`src/rtl/im_loader.sv`:
```
// Boot-time instruction loader: assembles big-endian words from a byte stream,
// writes them to instruction memory from address 0, and releases the CPU on a good checksum.
module im_loader (
  input  logic        CLK,
  input  logic        RST,
  input  logic        RX_VALID,
  input  logic [7:0]  RX_DATA,
  output logic        RX_READY,
  output logic        IM_WE,
  output logic [15:0] IM_ADDR,
  output logic [31:0] IM_DATA,
  output logic        CPU_RST_F,
  output logic        DONE,
  output logic        ERR,
  output logic [2:0]  DBG_STATE
);

  typedef enum logic [2:0] {
    S_CNT_HI = 3'd0,
    S_CNT_LO = 3'd1,
    S_DATA   = 3'd2,
    S_CHK    = 3'd3,
    S_DONE   = 3'd4,
    S_ERR    = 3'd5
  } state_e;

  state_e      state_q, state_d;
  logic [15:0] count_q, count_d;
  logic [7:0]  xor_q, xor_d;
  logic [1:0]  byte_idx_q, byte_idx_d;
  logic [15:0] word_idx_q, word_idx_d;
  logic [23:0] shift_q, shift_d;
  logic        im_we_q, im_we_d;
  logic [15:0] im_addr_q, im_addr_d;
  logic [31:0] im_data_q, im_data_d;
  logic        rx_ready_q, rx_ready_d;
  logic        done_q, done_d;
  logic        err_q, err_d;
  logic        cpu_rst_f_q, cpu_rst_f_d;
  logic        accept;

  // Handshake: a byte transfers on a rising edge where RX_VALID && RX_READY.
  // RX_READY is a registered decode of the state and never depends on RX_VALID,
  // so the source may hold or drop RX_VALID freely; RX_DATA is ignored otherwise.
  always_comb begin
    accept     = RX_VALID && rx_ready_q;
    state_d    = state_q;
    count_d    = count_q;
    xor_d      = xor_q;
    byte_idx_d = byte_idx_q;
    word_idx_d = word_idx_q;
    shift_d    = shift_q;
    im_we_d    = 1'b0;
    im_addr_d  = im_addr_q;
    im_data_d  = im_data_q;

    if (accept) begin
      // The checksum byte itself is excluded from the running XOR.
      if (state_q != S_CHK) begin
        xor_d = xor_q ^ RX_DATA;
      end
      case (state_q)
        S_CNT_HI: begin
          count_d[15:8] = RX_DATA;
          state_d       = S_CNT_LO;
        end
        S_CNT_LO: begin
          count_d[7:0] = RX_DATA;
          state_d      = ({count_q[15:8], RX_DATA} != 16'd0) ? S_DATA : S_CHK;
        end
        S_DATA: begin
          byte_idx_d = byte_idx_q + 2'd1;
          if (byte_idx_q == 2'd3) begin
            im_we_d    = 1'b1;
            im_addr_d  = word_idx_q;
            im_data_d  = {shift_q, RX_DATA};
            word_idx_d = word_idx_q + 16'd1;
            if (word_idx_q == count_q - 16'd1) begin
              state_d = S_CHK;
            end
          end else begin
            shift_d = {shift_q[15:0], RX_DATA};
          end
        end
        S_CHK: begin
          state_d = (RX_DATA == xor_q) ? S_DONE : S_ERR;
        end
        default: begin
          state_d = state_q;
        end
      endcase
    end

    rx_ready_d  = (state_d == S_CNT_HI) || (state_d == S_CNT_LO) ||
                  (state_d == S_DATA)   || (state_d == S_CHK);
    done_d      = (state_d == S_DONE);
    cpu_rst_f_d = (state_d == S_DONE);
    err_d       = (state_d == S_ERR);
  end

  always_ff @(posedge CLK) begin
    if (RST) begin
      state_q     <= S_CNT_HI;
      count_q     <= 16'd0;
      xor_q       <= 8'd0;
      byte_idx_q  <= 2'd0;
      word_idx_q  <= 16'd0;
      shift_q     <= 24'd0;
      im_we_q     <= 1'b0;
      im_addr_q   <= 16'd0;
      im_data_q   <= 32'd0;
      rx_ready_q  <= 1'b1;
      done_q      <= 1'b0;
      err_q       <= 1'b0;
      cpu_rst_f_q <= 1'b0;
    end else begin
      state_q     <= state_d;
      count_q     <= count_d;
      xor_q       <= xor_d;
      byte_idx_q  <= byte_idx_d;
      word_idx_q  <= word_idx_d;
      shift_q     <= shift_d;
      im_we_q     <= im_we_d;
      im_addr_q   <= im_addr_d;
      im_data_q   <= im_data_d;
      rx_ready_q  <= rx_ready_d;
      done_q      <= done_d;
      err_q       <= err_d;
      cpu_rst_f_q <= cpu_rst_f_d;
    end
  end

  assign RX_READY  = rx_ready_q;
  assign IM_WE     = im_we_q;
  assign IM_ADDR   = im_addr_q;
  assign IM_DATA   = im_data_q;
  assign CPU_RST_F = cpu_rst_f_q;
  assign DONE      = done_q;
  assign ERR       = err_q;
  assign DBG_STATE = state_q;

  // A write needs four accepted bytes, so strobes can never be adjacent.
  a_we_pulse: assert property (@(posedge CLK) disable iff (RST) IM_WE |=> !IM_WE);
  a_done_err: assert property (@(posedge CLK) disable iff (RST) !(DONE && ERR));
  a_cpu_rel:  assert property (@(posedge CLK) disable iff (RST) CPU_RST_F == DONE);

endmodule
```
`config.mk`:
```
export PLATFORM = sky130hd
export DESIGN_NAME = im_loader
export DESIGN_NICKNAME = d
export VERILOG_FILES = /design/src/rtl/im_loader.sv
export SDC_FILE = /design/constraint.sdc
export NUM_CORES = 1
export LEC_CHECK = 0
export ABC_AREA = 1
export CAP_MARGIN = 10
export CORE_MARGIN = 4
export CORE_UTILIZATION = 35
export CTS_BUF_LIST = sky130_fd_sc_hd__clkbuf_16
export CTS_CLUSTER_DIAMETER = 200
export DETAILED_ROUTE_END_ITERATION = 6
export GPL_TIMING_DRIVEN = 0
export SLEW_MARGIN = 15
export SYNTH_ARGS = -nofsm -noshare
export SYNTH_HDL_FRONTEND = slang
export SYNTH_SLANG_ARGS = --single-unit
```
`constraint.sdc`:
```
create_clock -name CLK -period 1.8 [get_ports CLK]
set_clock_uncertainty 0.05 [all_clocks]
set_input_delay 0.45 -clock CLK [delete_from_list [all_inputs] [get_ports CLK]]
set_output_delay 0.45 -clock CLK [all_outputs]
set_load 0.01 [all_outputs]
```
==> results.md, run 1 <==
* Pint at 4.91 mW
* Yosys reg bits at around 120
* Most common cell after layout, fill and taps aside: nor2_1
* Mapped Area at 5190 um2
* Final Non-Filler Cells at 1002
* CTS Buf Count at 17
* Later-pin clock latency in the skew report at 0.42 ns
* Share of cells above drive strength 1 at 13.8%
* Combinational power share at approximately 11%
* Crit Path Category: flop to flop
* Floorplan row count at 44
* Req. time, crit path at between 2 and 2.5 ns
* Status: finished, final reports clean
* RSZ-0062 raised after global routing: true
* Cells after Synth at 710
* Seq/Total Area, Yosys at around 47%
* HPWL Detailed at about 10000 um
* Startpoint of the worst hold path: IM_ADDR[8]$_SDFFE_PP0P_
* Most frequent cells in the layout: nor2_1 (151), dfxtp_1 (113), o21ai_0 (92)
* Vias in the first global route at roughly 4600
* Gr ovfl total at 0
* Detailed Route Iter0 Violations at 324
* Sw Share at 26.5%
* Die area at 16800 um2
* Max Fanout on Critical Path at 6
* Max_slew headroom at 58.7%
* Clock power share at 46.5%
* Worst setup SP type: flop
* Placed cell count at 959
* Clk slew on worst S/H paths at 0.06 ns
* Setup violations, final at 0
* Fmax at 562 MHz
* Tmin final at around 1.8 ns
* Drt wl/cell at 14.5 um
* Reg2reg setup slack at approximately 0.022 ns
* Leading post-synthesis cells by cell area: dfxtp_1 (47%), nor2_1 (11%), o21ai_0 (9.7%)
* Worst reg2reg path endpoint: DBG_STATE[0]$_SDFF_PP0_
* Core Area at roughly 15000 um2
* Part of the power in registers at 42.5%
* Drt pass-1 iters at 5
* Drt total wl at roughly 14000 um
* Root buf cell: clkbuf_16
* Synthesized area per cell at 7.31 um2
* Starting Density at 35.7%
* Die W at 130 um
* DRC at 0
* Worst Hold Class: flop to flop
* Area growth syn-to-layout at 31.9%
* TritonCTS clock tree: done
* Routability cong. at approximately 0.84
* RR Startpoint: count_q[0]$_SDFFE_PP0P_
* Largest net degree at the start of global routing at 17
* Pins Over Slew Limit at 0
* Arrival @ worst endpoint at between 2 and 2.5 ns
* CTS H-tree depth at 4
* Input/output buffers at 65
* VDD IR max at 0.574 mV
* Hold Crit Depth at 2
* Yosys cell types at 35
* Via count at 4884
* Period Utilization, post-route at 98.8%
* Worst hold path endpoint: IM_ADDR[8]$_SDFFE_PP0P_
* Layout net count at 819
* Worst-margin pin slew at around 0.62 ns
* Via density per instance at 4.87
* Clock sink count at 121
* Top-area cell type share of the netlist area at 46.7%
* # diodes at 0
* CP endpoint kind: flop
* R2R depth at 14
* Total track usage at 17.8%
* Final ANT Viol Nets at 0
* Synth Net Count at roughly 720
* Area post-placement at around 6100 um2
* Synth area leader: dfxtp_1
* Die Y-Extent at approximately 130 um
* Initial antenna violation count at 0
* First-pass GRT wire length at 23300 um
* # IOs at 67
* Ys Warns at 0
* Max-cap violations at 0
* Pleak at 3.37 nW
* PD cells at roughly 970 nW/um2
* Final hold violation count at 0
* Filler cells at roughly 1500
* Final Instance Area at 6850 um2
* Sw Pwr at 1.77 mW
* Clock Tree Buf Depth at 2
cells by family (layout without fill, tap and decap cells):
group / after synthesis / after routing / share of synthesized area (%)
XOR/XNOR: 18 / 18 / 3.04
adder cells (fa/ha/maj): 3 / 3 / 0.723
AO/OA/AOI/OAI: 164 / 164 / 16.1
flip-flops: 121 / 121 / 46.7
AND/OR/NAND/NOR: 315 / 315 / 26.7
buffers and inverters: 89 / 197 / 6.84
critical path, stage by stage, from the launching register on:
cell     delay (ns)
dfxtp_4        0.37
inv_4          0.05
ha_4           0.17
nand2_2        0.09
nor2_4         0.05
buf_4          0.14
nand2_1        0.05
nand2_1        0.05
nor2_1         0.08
nand3_1        0.09
nor2_1         0.11
nand4_1        0.14
nand2_1        0.12
nand2_1        0.07
nor2_1         0.08
routing by layer:
layer / wire, um / vias to the layer above / part of all wire [%] / global-route usage (%)
met5: 0 / - / 0 / 0
met2: 6730 / 105 / 46 / 27.9
li1: - / 2510 / - / -
met1: 6890 / 2247 / 48 / 23.5
met4: 349 / 0 / 2.4 / 8.13
met3: 525 / 22 / 3.6 / 3.97
worst max path at each step:
stage / from / end / slack, ns / cells after the start
after floorplan: count_q[0]$_SDFFE_PP0P_ / DBG_STATE[0]$_SDFF_PP0_ / 0.22 / 14
final: count_q[0]$_SDFFE_PP0P_ / DBG_STATE[0]$_SDFF_PP0_ / 0.02 / 14
after global routing: count_q[0]$_SDFFE_PP0P_ / DBG_STATE[0]$_SDFF_PP0_ / -0.15 / 10
after CTS: IM_ADDR[4]$_SDFFE_PP0P_ / IM_ADDR[4] / 0.0006 / 1
after detailed placement: RX_VALID / count_q[5]$_SDFFE_PP0P_ / -0.57 / 7
after global placement: RX_VALID / count_q[5]$_SDFFE_PP0P_ / -0.57 / 7
metrics by stage:
stage	utilization, %	power, mW	setup WS, ns	setup TNS [ns]	hold WS, ns
finish	47.1	6.68	0.0221	0	0.422
global route	47.1	6.97	-0.154	-0.372	0.453
CTS	45.9	6.67	0.000568	0	0.419
detailed placement	41.8	3.55	-0.567	-45.48	0.411
global placement	41.8	3.55	-0.566	-44.28	0.410
floorplan	-	3.36	0.222	0	0.398
flip-flops by register name, indices dropped and copies added (netlist names):
register / flops
IM_DATA: 32
shift_q: 24
IM_ADDR: 16
count_q: 16
word_idx_q: 16
xor_q: 8
DBG_STATE: 3
byte_idx_q: 2
CPU_RST_F: 1
ERR: 1
IM_WE: 1
RX_READY: 1
power by group through the flow:
stage          combinational, mW  sequential, mW  clock (mW)
2_1_floorplan              0.496            2.87           0
6_report                   0.733            2.84        3.11
3_5_place_dp               0.670            2.88           0
3_3_place_gp               0.665            2.88           0
4_1_cts                    0.687            2.83        3.15
5_1_grt                    0.843            2.85        3.27
Yosys cell counts, drive strengths merged:
master	number
o21bai	1
inv	55
buf	12
o21a	2
clkinv	2
o21ai	103
nand4	7
ha	3
a221oi	1
a21oi	56
clkbuf	20
nor4	2
xor2	10
nand3	26
nor3	10
nand2	93
nand3b	5
xnor2	8
or2	1
a211oi	1
nor2	171
dfxtp	121
layout make-up:
cell class,count,area [um2],area share [%]
Tap cell,184,230,3.36
Clock inverter,15,114,1.66
Buffer,31,150,2.19
Sequential cell,121,2440,35.6
Multi-Input combinational cell,500,2520,36.8
Inverter,57,229,3.34
Clock buffer,17,425,6.21
Timing Repair Buffer,77,744,10.9
timing repair:
item / CTS / global route
hold buffers: 0 / 0
pin swaps: 5 / 16
resized for setup: 61 / 60
endpoints found under the hold margin: 0 / 0
setup buffers: 5 / 7
endpoints found under the setup margin: 83 / 95
No activity file was read; power rests on OpenSTA's default activity.
==> inputs of run 2 (changes only) <==
--- a/config.mk
+++ b/config.mk
@@ -6,11 +6,11 @@
 export NUM_CORES = 1
 export LEC_CHECK = 0
 export ABC_AREA = 1
-export CAP_MARGIN = 10
 export CORE_MARGIN = 4
 export CORE_UTILIZATION = 35
 export CTS_BUF_LIST = sky130_fd_sc_hd__clkbuf_16
 export CTS_CLUSTER_DIAMETER = 200
+export CTS_CLUSTER_SIZE = 20
 export DETAILED_ROUTE_END_ITERATION = 6
 export GPL_TIMING_DRIVEN = 0
 export SLEW_MARGIN = 15
==> results of run 2 <==
No change in the layout: final DEF, timing and power equal those of run 1.
